## config.mk

```make
export PLATFORM = sky130hd
export DESIGN_NAME = uart_tx_frame
export DESIGN_NICKNAME = d
export VERILOG_FILES = /design/src/rtl/uart_pkg.sv /design/src/rtl/uart_bit_timer.sv /design/src/rtl/uart_tx_frame.sv
export SDC_FILE = /design/constraint.sdc
export NUM_CORES = 1
export LEC_CHECK = 0
export CAP_MARGIN = 5
export CORE_MARGIN = 2
export CORE_UTILIZATION = 30
export CTS_BUF_LIST = sky130_fd_sc_hd__clkbuf_4 sky130_fd_sc_hd__clkbuf_8
export CTS_CLUSTER_DIAMETER = 60
export DETAILED_ROUTE_END_ITERATION = 6
export GPL_TIMING_DRIVEN = 0
export MAX_ROUTING_LAYER = met4
export PLACE_DENSITY = 0.47
export REMOVE_ABC_BUFFERS = 1
export SKIP_CTS_REPAIR_TIMING = 1
export SLEW_MARGIN = 20
export SYNTH_ARGS = -nofsm -noshare
export SYNTH_HDL_FRONTEND = slang
export SYNTH_SLANG_ARGS = --single-unit
export TNS_END_PERCENT = 10
```

## constraint.sdc

```tcl
create_clock -name clk -period 2.05 [get_ports clk]
set_input_delay 0.3075 -clock clk [delete_from_list [all_inputs] [get_ports clk]]
set_output_delay 0.3075 -clock clk [all_outputs]
set_load 0.1 [all_outputs]
```

## src/rtl/uart_pkg.sv

```systemverilog
// Shared UART definitions: transmitter state encoding, oversampling constants
// and the parity helper used by the TX framer.
package uart_pkg;

    typedef enum logic [2:0] {
        IDLE   = 3'd0,
        START  = 3'd1,
        DATA   = 3'd2,
        PARITY = 3'd3,
        STOP   = 3'd4,
        GAP    = 3'd5
    } tx_state_t;

    localparam int         OVERSAMPLE = 16;
    localparam logic [3:0] SMP_TOP    = 4'd15;
    localparam int         BYTE_W     = 8;

    // Even parity is the XOR of the byte; odd parity is its complement.
    function automatic logic parity_bit(input logic [BYTE_W-1:0] b, input logic odd);
        return (^b) ^ odd;
    endfunction

endpackage

```

## src/rtl/uart_bit_timer.sv

```systemverilog
// 16x oversampling sub-bit counter: counts clken ticks, strobes bit_end_o on
// the tick that completes a bit. Shared between the UART TX and RX paths.
module uart_bit_timer
    import uart_pkg::*;
(
    input  logic clk,
    input  logic rst_n,
    input  logic clken_i,
    input  logic clr_i,
    output logic bit_end_o
);

    localparam int CNT_W = $clog2(OVERSAMPLE);

    logic [CNT_W-1:0] cnt_q;
    logic [CNT_W-1:0] cnt_d;

    // Next count: clear wins, otherwise advance only on a tick (wraps 15 -> 0).
    always_comb begin
        cnt_d = cnt_q;
        if (clr_i) begin
            cnt_d = {CNT_W{1'b0}};
        end else if (clken_i) begin
            cnt_d = cnt_q + CNT_W'(1);
        end else begin
            cnt_d = cnt_q;
        end
    end

    // Counter register.
    always_ff @(posedge clk or negedge rst_n) begin
        if (!rst_n) begin
            cnt_q <= {CNT_W{1'b0}};
        end else begin
            cnt_q <= cnt_d;
        end
    end

    assign bit_end_o = clken_i && !clr_i && (cnt_q == SMP_TOP);

endmodule

```

## src/rtl/uart_tx_frame.sv

```systemverilog
// Multi-byte UART transmitter: accepts a NUM_BYTES word and sends it as
// back-to-back 8N1/8N2 bytes. Optional parity bit via `UART_TX_PARITY_EN.
module uart_tx_frame
    import uart_pkg::*;
#(
    parameter int NUM_BYTES  = 4,
    parameter int STOP_BITS  = 1,
    parameter int GAP_BITS   = 2,
    parameter int PARITY_ODD = 0
) (
    input  logic                        clk,
    input  logic                        rst_n,
    input  logic                        clken_16bps,
    input  logic                        tx_valid,
    output logic                        tx_ready,
    input  logic [NUM_BYTES*BYTE_W-1:0] tx_data,
    output logic                        txd,
    output logic                        busy,
    output logic                        byte_done,
    output logic                        frame_done
);

    localparam int         WORD_W    = NUM_BYTES * BYTE_W;
    localparam logic [2:0] LAST_BYTE = 3'(NUM_BYTES - 1);
    localparam logic [7:0] STOP_LAST = 8'(STOP_BITS - 1);
    localparam logic [7:0] GAP_LAST  = 8'(GAP_BITS - 1);

    if (NUM_BYTES < 1 || NUM_BYTES > 8) begin : g_bad_num_bytes
        $error("uart_tx_frame: NUM_BYTES must be 1..8");
    end
    if (STOP_BITS != 1 && STOP_BITS != 2) begin : g_bad_stop_bits
        $error("uart_tx_frame: STOP_BITS must be 1 or 2");
    end
    if (GAP_BITS < 0 || GAP_BITS > 255) begin : g_bad_gap_bits
        $error("uart_tx_frame: GAP_BITS must be 0..255");
    end
    if (PARITY_ODD != 0 && PARITY_ODD != 1) begin : g_bad_parity_odd
        $error("uart_tx_frame: PARITY_ODD must be 0 or 1");
    end

    tx_state_t         state_q;
    logic [WORD_W-1:0] shift_q;
    logic [7:0]        cnt_q;
    logic [2:0]        byte_idx_q;
    logic              txd_q;
    logic              ready_q;
    logic              busy_q;
    logic              byte_done_q;
    logic              frame_done_q;
    logic              bit_end_s;
`ifdef UART_TX_PARITY_EN
    logic              par_q;
`endif

    // Sub-bit timer is held clear in IDLE so every frame starts phase-aligned to accept.
    uart_bit_timer u_bit_timer (
        .clk       (clk),
        .rst_n     (rst_n),
        .clken_i   (clken_16bps),
        .clr_i     (state_q == IDLE),
        .bit_end_o (bit_end_s)
    );

    // Framing FSM; the line level and all status outputs are registered here.
    always_ff @(posedge clk or negedge rst_n) begin
        if (!rst_n) begin
            state_q      <= IDLE;
            shift_q      <= {WORD_W{1'b0}};
            cnt_q        <= 8'd0;
            byte_idx_q   <= 3'd0;
            txd_q        <= 1'b1;
            ready_q      <= 1'b1;
            busy_q       <= 1'b0;
            byte_done_q  <= 1'b0;
            frame_done_q <= 1'b0;
`ifdef UART_TX_PARITY_EN
            par_q        <= 1'b0;
`endif
        end else begin
            byte_done_q  <= 1'b0;
            frame_done_q <= 1'b0;
            case (state_q)
                IDLE: begin
                    txd_q <= 1'b1;
                    if (tx_valid && ready_q) begin
                        state_q    <= START;
                        shift_q    <= tx_data;
                        cnt_q      <= 8'd0;
                        byte_idx_q <= 3'd0;
                        txd_q      <= 1'b0;
                        ready_q    <= 1'b0;
                        busy_q     <= 1'b1;
                    end
                end
                START: begin
                    if (bit_end_s) begin
                        state_q <= DATA;
                        cnt_q   <= 8'd0;
                        txd_q   <= shift_q[0];
`ifdef UART_TX_PARITY_EN
                        par_q   <= parity_bit(shift_q[BYTE_W-1:0], PARITY_ODD != 0);
`endif
                    end
                end
                DATA: begin
                    if (bit_end_s) begin
                        // Shifting the whole word leaves the next byte in [7:0].
                        shift_q <= {1'b0, shift_q[WORD_W-1:1]};
                        if (cnt_q == 8'd7) begin
                            cnt_q <= 8'd0;
`ifdef UART_TX_PARITY_EN
                            state_q <= PARITY;
                            txd_q   <= par_q;
`else
                            state_q <= STOP;
                            txd_q   <= 1'b1;
`endif
                        end else begin
                            cnt_q <= cnt_q + 8'd1;
                            txd_q <= shift_q[1];
                        end
                    end
                end
`ifdef UART_TX_PARITY_EN
                PARITY: begin
                    if (bit_end_s) begin
                        state_q <= STOP;
                        cnt_q   <= 8'd0;
                        txd_q   <= 1'b1;
                    end
                end
`endif
                STOP: begin
                    if (bit_end_s) begin
                        if (cnt_q == STOP_LAST) begin
                            cnt_q       <= 8'd0;
                            byte_done_q <= 1'b1;
                            if (byte_idx_q == LAST_BYTE) begin
                                state_q      <= IDLE;
                                ready_q      <= 1'b1;
                                busy_q       <= 1'b0;
                                frame_done_q <= 1'b1;
                            end else if (GAP_BITS == 0) begin
                                state_q    <= START;
                                byte_idx_q <= byte_idx_q + 3'd1;
                                txd_q      <= 1'b0;
                            end else begin
                                state_q    <= GAP;
                                byte_idx_q <= byte_idx_q + 3'd1;
                            end
                        end else begin
                            cnt_q <= cnt_q + 8'd1;
                        end
                    end
                end
                GAP: begin
                    if (bit_end_s) begin
                        if (cnt_q == GAP_LAST) begin
                            state_q <= START;
                            cnt_q   <= 8'd0;
                            txd_q   <= 1'b0;
                        end else begin
                            cnt_q <= cnt_q + 8'd1;
                        end
                    end
                end
                default: begin
                    state_q <= IDLE;
                    txd_q   <= 1'b1;
                    ready_q <= 1'b1;
                    busy_q  <= 1'b0;
                end
            endcase
        end
    end

    assign txd        = txd_q;
    assign tx_ready   = ready_q;
    assign busy       = busy_q;
    assign byte_done  = byte_done_q;
    assign frame_done = frame_done_q;

endmodule
```

==> flow_summary.ini, run 1 <==
[status]
status = completed

[critical_path]
timing.rr.start = cnt_q[6]
ff2ff_path_depth = 5
startpoint_type = flip-flop
end_kind = flip-flop
required_ns = 2.26
crit_type = reg2reg
reg2reg_slack_ns = 0.07
cp.arrival_ns = 2.19
crit_fanout = 6
r2r-end = cnt_q[5]

[global_route]
antenna_found_initial = 0
grt_max_degree = 38
grt-ovfl-total = 0
grt_first_pass_wirelength_um = 10400
globalRouteTotalUtil_pct = 13.1
grt_pass1_vias = 2245

[sta]
finalSetupViolCount = 0
finalSetupTns_ns = 0
fin_skew_ns = 0.00599
drv_slew = 0
rsz0062_at_grt = no
fmax_ghz = 0.505
slew_headroom_pct = 35.8
finalHoldViolations = 0
finalCritPeriodShare_pct = 96.6
timing_worst_slew_pin_value_ns = 0.962
fin_crit_ns = 1.98
layout_setup_ws_ns = 0.0704

[pwr]
p_seq_share_pct = 50.4
vdd.ir_drop.worst_mv = 0.339
swShare_pct = 36.0
total_power_w = 0.00347
combinationalPowerShare_pct = 31.0
p_clk_share_pct = 18.5
power.switching_w = 0.00125
leakagePower_nw = 1.57
p_per_area_nw_per_um2 = 958
internal_power_w = 0.00222

[detailed_routing]
num_vias = 2344
wl_met1_um = 3010
wl_per_cell_um = 13.1
highest_layer = met4
drtAntennaViolNets = 0
drc = 0
dr_wl_met3_um = 207
wl_met2_um = 2930
via_per_inst = 4.95
first_pass_iters = 4
drt_wl_total_um = 6210
drtIter0Drc = 51

[synth]
ys_ff_latch = 55
synth_edf_count = 0
synthArstFlopShare_pct = 100
synthFlopType = dfrtp_1
syn_inst = 316
avgSynthCellArea_um2 = 8.93
yosysTopAreaCell = dfrtp_1
syn_area_um2 = 2820
synth_seq_area_share_pct = 48.9
yosys-top-cells-area = dfrtp_1 47%, nand2_1 10%, a31oi_1 6.9%, nor2_1 6.3%, ha_1 2.7%
synth.distinct_cells = 50
yosysWarnings = 0
netlist.area_leader.share_pct = 47.0

[cells_and_area]
drive_gt1_share_pct = 12.4
final_common_cell = nand2_1
final_cell_mix = 74 x nand2_1, 50 x dfrtp_1, 46 x nor2_1, 34 x clkdlybuf4s50_1, 31 x a31oi_1
fin_util_pct = 39.3
diodes = 0
syn_to_final_growth_pct = 28.2
layout.nets = 404
fin_area_um2 = 3620

[clock_network]
cts_tree = yes
cts_max_level = 2
clk_pin_slew_ns = 0.10
clockBufferDepth = 2
numClockSinks = 55
cts_root_buf = clkbuf_8
clock_latency_ns = 0.31
numCtsBuffers = 5

[floorplanning]
start_util_pct = 30.7
die_w_um = 101
coreArea_um2 = 9200
row_count = 35
die_y_um = 101
die-area_um2 = 10200
io_pins = 41

[placed_design]
gp_congestion = 0.715
hpwl_um = 4210
place.port_buffers = 40
placed_cell_area_um2 = 3370
place_ws_ns = -0.714

[worst_hold_path]
hp-class = in2async

[flow_run]
maxCapViolations = 0
-- through the flow --
step	instances	hold slack (ns)
CTS	463	-0.145
finish	474	0.401
global route	474	0.433
detailed placement	455	0.205
floorplan	300	0.0119
global placement	451	0.469
-- per-layer routing --
layer	GRT usage (%)	vias to the layer above
li1	-	1190
met1	17.0	1103
met2	20.8	43
met3	2.70	8
met4	3.43	0
met5	-	-
-- worst max-delay path: stages, from the launching register on --
cell and delay, ns:
dfrtp_1 0.43, or4_4 0.61, a211oi_2 0.26, o21a_2 0.27, nor2_2 0.09, a22o_1 0.21
-- layout make-up --
type	instances	area, um2
fillers	969	5580
multi-input cells	240	1410
flip-flops and latches	55	1380
repair buffers	54	571
well taps	111	139
clock buffers	6	76.3
inverters	6	22.5
clock inverters	2	16.3
-- kinds of logic (layout without fill, tap and decap cells) --
| logic type | count (synthesis) | in the layout | share of synthesized area (%) |
|---|---|---|---|
| and+or+nand+nor | 156 | 156 | 25.5 |
| buffers and inverters | 22 | 68 | 3.37 |
| AOI/OAI and AO/OA | 70 | 71 | 17.2 |
| DFF | 55 | 55 | 48.9 |
| adders and majority gates | 6 | 6 | 2.66 |
| xor gates and xnor gates | 3 | 3 | 0.931 |
| muxes | 4 | 4 | 1.46 |
-- Yosys cell counts (5+ instances only) --
master    instances
nor2b_1           6
buf_2             9
clkbuf_1          6
a31oi_1          31
nor2_1           47
dfrtp_1          53
a22o_1            5
nand2_1          75
inv_1             6
ha_1              6
o21ai_1           7
o21ai_0           7
-- power groups by stage --
stage	logic [W]	registers [W]	clock network, W
after detailed placement	0.00104	0.00177	0
after floorplan	0.000563	0.00193	0
after global routing	0.00119	0.00181	0.000717
after global placement	0.00101	0.00176	0
final	0.00108	0.00175	0.000643
after CTS	0.00105	0.00175	0.000669
-- flip-flops by register name (all words and copies together) (netlist names) --
register / cells
frame_done: 1
busy: 1
cnt_q: 8
txd: 1
u_bit_timer.cnt_q: 4
byte_idx_q: 3
byte_done: 1
shift_q: 32
state_q: 3
tx_ready: 1
-- worst max path at each step --
stage	start	end	slack [ns]
finish	cnt_q[6]	cnt_q[5]	0.07
detailed placement	state_q[0]	shift_q[15]	-0.71
global placement	state_q[0]	shift_q[16]	-2.12
CTS	state_q[0]	shift_q[10]	-0.74
global route	cnt_q[6]	cnt_q[7]	0.005
floorplan	state_q[0]	shift_q[0]	-0.91
Note: power is estimated with default switching activity, not from simulation.
==> run 2: changes to the inputs <==
--- a/config.mk
+++ b/config.mk
@@ -7,13 +7,12 @@
 export LEC_CHECK = 0
 export CAP_MARGIN = 5
 export CORE_MARGIN = 2
-export CORE_UTILIZATION = 30
+export CORE_UTILIZATION = 45
 export CTS_BUF_LIST = sky130_fd_sc_hd__clkbuf_4 sky130_fd_sc_hd__clkbuf_8
 export CTS_CLUSTER_DIAMETER = 60
 export DETAILED_ROUTE_END_ITERATION = 6
 export GPL_TIMING_DRIVEN = 0
-export MAX_ROUTING_LAYER = met4
-export PLACE_DENSITY = 0.47
+export PLACE_DENSITY = 0.66
 export REMOVE_ABC_BUFFERS = 1
 export SKIP_CTS_REPAIR_TIMING = 1
 export SLEW_MARGIN = 20
==> run 2 against run 1 <==
Against the previous run:
- sequential share of layout area grew 1.3 points
- highest routed layer unchanged
- largest cell class unchanged
- critical endpoint is now tx_ready
- via count shrank 1.4%
- cell area shrank 3.5%
- core utilization grew 19 points
- largest power group unchanged
==> flow_summary.ini, run 2 (synthesized netlist as in run 1, its figures left out) <==
[critical_path]
cp.arrival_ns = 1.67
cpPeakStageDelay_ns = 0.76
timing.rr.start = state_q[1]
reg2reg_slack_ns = 0.12
crit_fanout = 6
crit_start = tx_ready
end_kind = output pin
required_ns = 1.74
cp_top_family = buffers and inverters
slowest_stage = dlymetal6s2s_1
worst-path-buf-inv = 1
crit_chain = dlymetal6s2s_1
crit_type = reg2out
startpoint_type = flip-flop
r2r-end = cnt_q[3]
ff2ff_path_depth = 5

[cells_and_area]
fillerInstances = 542
largest_reg_flops = 32
regArea_um2 = 1380
diodes = 0
final_common_cell = nand2_1
multi_input_area_um2 = 1410
drive_gt1_share_pct = 10.4
final_cell_mix = 74 x nand2_1, 53 x dfrtp_1, 46 x nor2_1, 34 x clkdlybuf4s50_1, 31 x a31oi_1
layout.nets = 399
regMostFlops = shift_q
syn_to_final_growth_pct = 23.7
fin_area_um2 = 3490
largestRegisters = shift_q: 32 flops, cnt_q: 8 flops, u_bit_timer.cnt_q: 4 flops

[flow_run]
maxCapViolations = 0

[clock_network]
clock_latency_ns = 0.31
numClockSinks = 55
cts_tree = yes
cts_max_level = 2
numCtsBuffers = 5
cts_root_buf = clkbuf_8
clockBufferDepth = 2
clk_pin_slew_ns = 0.10

[floorplanning]
row_count = 28
coreArea_um2 = 5990
die_y_um = 83.2
io_pins = 41
start_util_pct = 47.1
die_w_um = 83.2
die-area_um2 = 6920

[sta]
fmax_ghz = 0.507
slew_headroom_pct = 34.9
fin_crit_ns = 1.97
drv_slew = 0
finalSetupViolCount = 0
timing_worst_slew_pin_value_ns = 0.975
fin_skew_ns = 0.0115
finalSetupTns_ns = 0
finalHoldViolations = 0
finalCritPeriodShare_pct = 96.3

[detailed_routing]
drtAntennaViolNets = 0
first_pass_iters = 4
via_per_inst = 5.35
num_vias = 2311
drc = 0
wl_per_cell_um = 13.1
drtIter0Drc = 174
drt_wl_total_um = 5640

[pwr]
swShare_pct = 35.6
combinationalPowerShare_pct = 31.1
p_seq_share_pct = 51.2
internal_power_w = 0.00219
p_clk_share_pct = 17.6
leakagePower_nw = 1.53
power.switching_w = 0.00121
p_per_area_nw_per_um2 = 976
vdd.ir_drop.worst_mv = 0.465

[worst_hold_path]
hp-class = in2async

[placed_design]
hpwl_um = 3710
gp_congestion = 0.819
placed_cell_area_um2 = 3300
place.port_buffers = 40

[global_route]
grt_first_pass_wirelength_um = 9730
grt_max_degree = 56
grt-ovfl-total = 0
antenna_found_initial = 0
globalRouteTotalUtil_pct = 16.6
grt_pass1_vias = 2184

[status]
status = completed
[run 2: changes by cell type in the layout (fill, tap and decap cells not counted)]
cell           before  now
buf_12              2    0
buf_6               2    1
dlygate4sd3_1       1    0
dfrtp_2             3    0
inv_6               1    0
dfrtp_1            50   53
buf_4               9    8
[run 2: how the worst max path moves through the flow]
stage | endpoint | slack (ns) | cells after the start
2_1_floorplan | shift_q[0] | -0.91 | 4
5_1_grt | cnt_q[5] | -0.01 | 5
6_report | tx_ready | 0.08 | 1
3_5_place_dp | shift_q[17] | -0.64 | 6
4_1_cts | shift_q[6] | -0.67 | 6
3_3_place_gp | shift_q[15] | -1.96 | 4
[run 2: through the flow]
stage	worst slack (ns)	util, %	instances	total power, W	hold WS [ns]
2_1_floorplan	-0.911	-	300	0.00249	0.0119
5_1_grt	-0.00955	58.3	432	0.00366	0.0882
4_1_cts	-0.668	56.4	424	0.00341	0.0635
3_5_place_dp	-0.638	55.0	417	0.00281	0.406
3_3_place_gp	-1.96	54.1	415	0.00276	0.468
6_report	0.0759	58.3	432	0.00341	0.0171
[run 2: layout make-up]
cell class	instances	area share (%)
multi-input cells	240	40.4
clock inverters	1	0.215
clock buffers	6	2.19
flip-flops and latches	55	39.5
well taps	75	2.69
repair buffers	49	14.4
inverters	6	0.645
[run 2: layer usage]
metal	track usage [%]	vias up	part of all wire, %
met5	0	-	0
met4	3.58	0	0.89
met3	3.08	6	3.6
met2	27.6	49	48
met1	22.8	1084	48
li1	-	1172	-
[run 2: power by group through the flow]
stage	Combinational, W	Clock, W	Sequential [W]
6_report	0.00106	0.000600	0.00174
5_1_grt	0.00119	0.000669	0.00180
4_1_cts	0.00104	0.000625	0.00175
3_5_place_dp	0.00104	0	0.00176
3_3_place_gp	0.00100	0	0.00176
2_1_floorplan	0.000563	0	0.00193
==> run 3: changes to the inputs <==
--- a/config.mk
+++ b/config.mk
@@ -12,7 +12,7 @@
 export CTS_CLUSTER_DIAMETER = 60
 export DETAILED_ROUTE_END_ITERATION = 6
 export GPL_TIMING_DRIVEN = 0
-export PLACE_DENSITY = 0.66
+export PLACE_DENSITY = 0.78
 export REMOVE_ABC_BUFFERS = 1
 export SKIP_CTS_REPAIR_TIMING = 1
 export SLEW_MARGIN = 20
==> run 3 against run 2 <==
Against the previous run:
- first-iteration DRC count down 23%
- cell area did not move
- critical path type unchanged
- worst hold slack about the same
- register-to-register slack worse by 0.05 ns
- worst setup slack lost 0.012 ns
==> flow_summary.ini, run 3 (synthesized netlist as in run 1, its figures left out) <==
[critical_path]
startpoint_type = flip-flop
required_ns = 1.74
cp_top_family = buffers and inverters
r2r-end = cnt_q[7]
cpPeakStageDelay_ns = 0.76
crit_fanout = 6
end_kind = output pin
timing.rr.start = state_q[1]
cp.arrival_ns = 1.68
slowest_stage = dlymetal6s2s_1
reg2reg_slack_ns = 0.07
ff2ff_path_depth = 5
worst-path-buf-inv = 1
crit_chain = dlymetal6s2s_1
crit_type = reg2out

[global_route]
antenna_found_initial = 0
globalRouteTotalUtil_pct = 16.7
grt_max_degree = 56
grt_first_pass_wirelength_um = 9620
grt-ovfl-total = 0
grt_pass1_vias = 2119

[detailed_routing]
drt_wl_total_um = 5750
drc = 0
via_per_inst = 5.35
drtIter0Drc = 134
wl_per_cell_um = 13.3
num_vias = 2305
drtAntennaViolNets = 0
first_pass_iters = 4

[sta]
finalSetupViolCount = 0
fin_skew_ns = 0.00862
finalHoldViolations = 0
fmax_ghz = 0.503
layout_setup_ws_ns = 0.0637
timing_worst_slew_pin_value_ns = 0.973
finalSetupTns_ns = 0
fin_crit_ns = 1.99
drv_slew = 0
slew_headroom_pct = 35.0
whs_ns = 0.0172
finalCritPeriodShare_pct = 96.9

[cells_and_area]
regMostFlops = shift_q
layout.nets = 397
largestRegisters = shift_q: 32 flops, cnt_q: 8 flops, u_bit_timer.cnt_q: 4 flops
regArea_um2 = 1380
final_common_cell = nand2_1
drive_gt1_share_pct = 10.1
final_cell_mix = 74 x nand2_1, 53 x dfrtp_1, 46 x nor2_1, 34 x clkdlybuf4s50_1, 31 x a31oi_1
multi_input_area_um2 = 1410
diodes = 0
fillerInstances = 529
largest_reg_flops = 32
syn_to_final_growth_pct = 23.7
fin_util_pct = 58.3

[pwr]
leakagePower_nw = 1.53
p_per_area_nw_per_um2 = 994
vdd.ir_drop.worst_mv = 0.662

[clock_network]
clockBufferDepth = 2
cts_tree = yes
clk_pin_slew_ns = 0.10
numCtsBuffers = 5
cts_root_buf = clkbuf_8
numClockSinks = 55
clock_latency_ns = 0.32
cts_max_level = 2

[floorplanning]
start_util_pct = 47.1
die_w_um = 83.2
coreArea_um2 = 5990
io_pins = 41
die-area_um2 = 6920
die_y_um = 83.2
row_count = 28

[placed_design]
gp_congestion = 0.841
place_ws_ns = -0.569
place.port_buffers = 40
hpwl_um = 3800

[worst_hold_path]
hp-class = in2async

[status]
status = completed

[flow_run]
maxCapViolations = 0
[run 3: cell count changes in the layout (fill, tap and decap cells not counted)]
| cell | previous run | this run |
|---|---|---|
| clkinv_4 | 0 | 1 |
| clkbuf_8 | 5 | 6 |
| clkbuf_4 | 1 | 0 |
| buf_4 | 8 | 6 |
[run 3: metrics by stage]
stage	power [W]	cell area [um2]	std cells
final	0.00347	3490	431
after global routing	0.00370	3490	431
after CTS	0.00346	3390	425
after detailed placement	0.00282	3300	417
after global placement	0.00275	3240	415
after floorplan	0.00249	2750	300
[run 3: cell type report]
cell class	instances	share of cell area, %
Sequential cell	55	39.5
Tap cell	75	2.69
Clock buffer	6	2.37
Clock inverter	2	0.466
Inverter	6	0.645
Timing Repair Buffer	47	13.9
Multi-Input combinational cell	240	40.4
[run 3: worst register-to-register path, stage by stage, from the launching register on]
cell and delay, ns:
dfrtp_1 0.73, nor3b_4 0.37, a211oi_2 0.14, o21a_2 0.28, nor2_2 0.22, a22o_1 0.18
[run 3: per-layer routing]
layer	track usage [%]	vias to the layer above	wire length (um)
li1	-	1174	-
met3	3.58	8	251
met5	0	-	0
met4	5.07	0	83
met1	22.0	1070	2650
met2	27.6	53	2770
[run 3: worst max path at each step]
stage / to / slack, ns / depth (start not counted) / start
final: tx_ready / 0.06 / 1 / tx_ready
after global routing: cnt_q[3] / -0.02 / 5 / state_q[1]
after CTS: shift_q[5] / -0.58 / 6 / state_q[0]
after detailed placement: shift_q[5] / -0.57 / 6 / state_q[0]
after global placement: shift_q[31] / -1.78 / 4 / state_q[0]
after floorplan: shift_q[0] / -0.91 / 4 / state_q[0]
[run 3: power by group]
part	switching, W	total [W]	internal, W
logic	0.000621	0.00107	0.000454
registers	0.000263	0.00175	0.00149
clock network	0.000367	0.000643	0.000276
total	0.00125	0.00347	0.00222
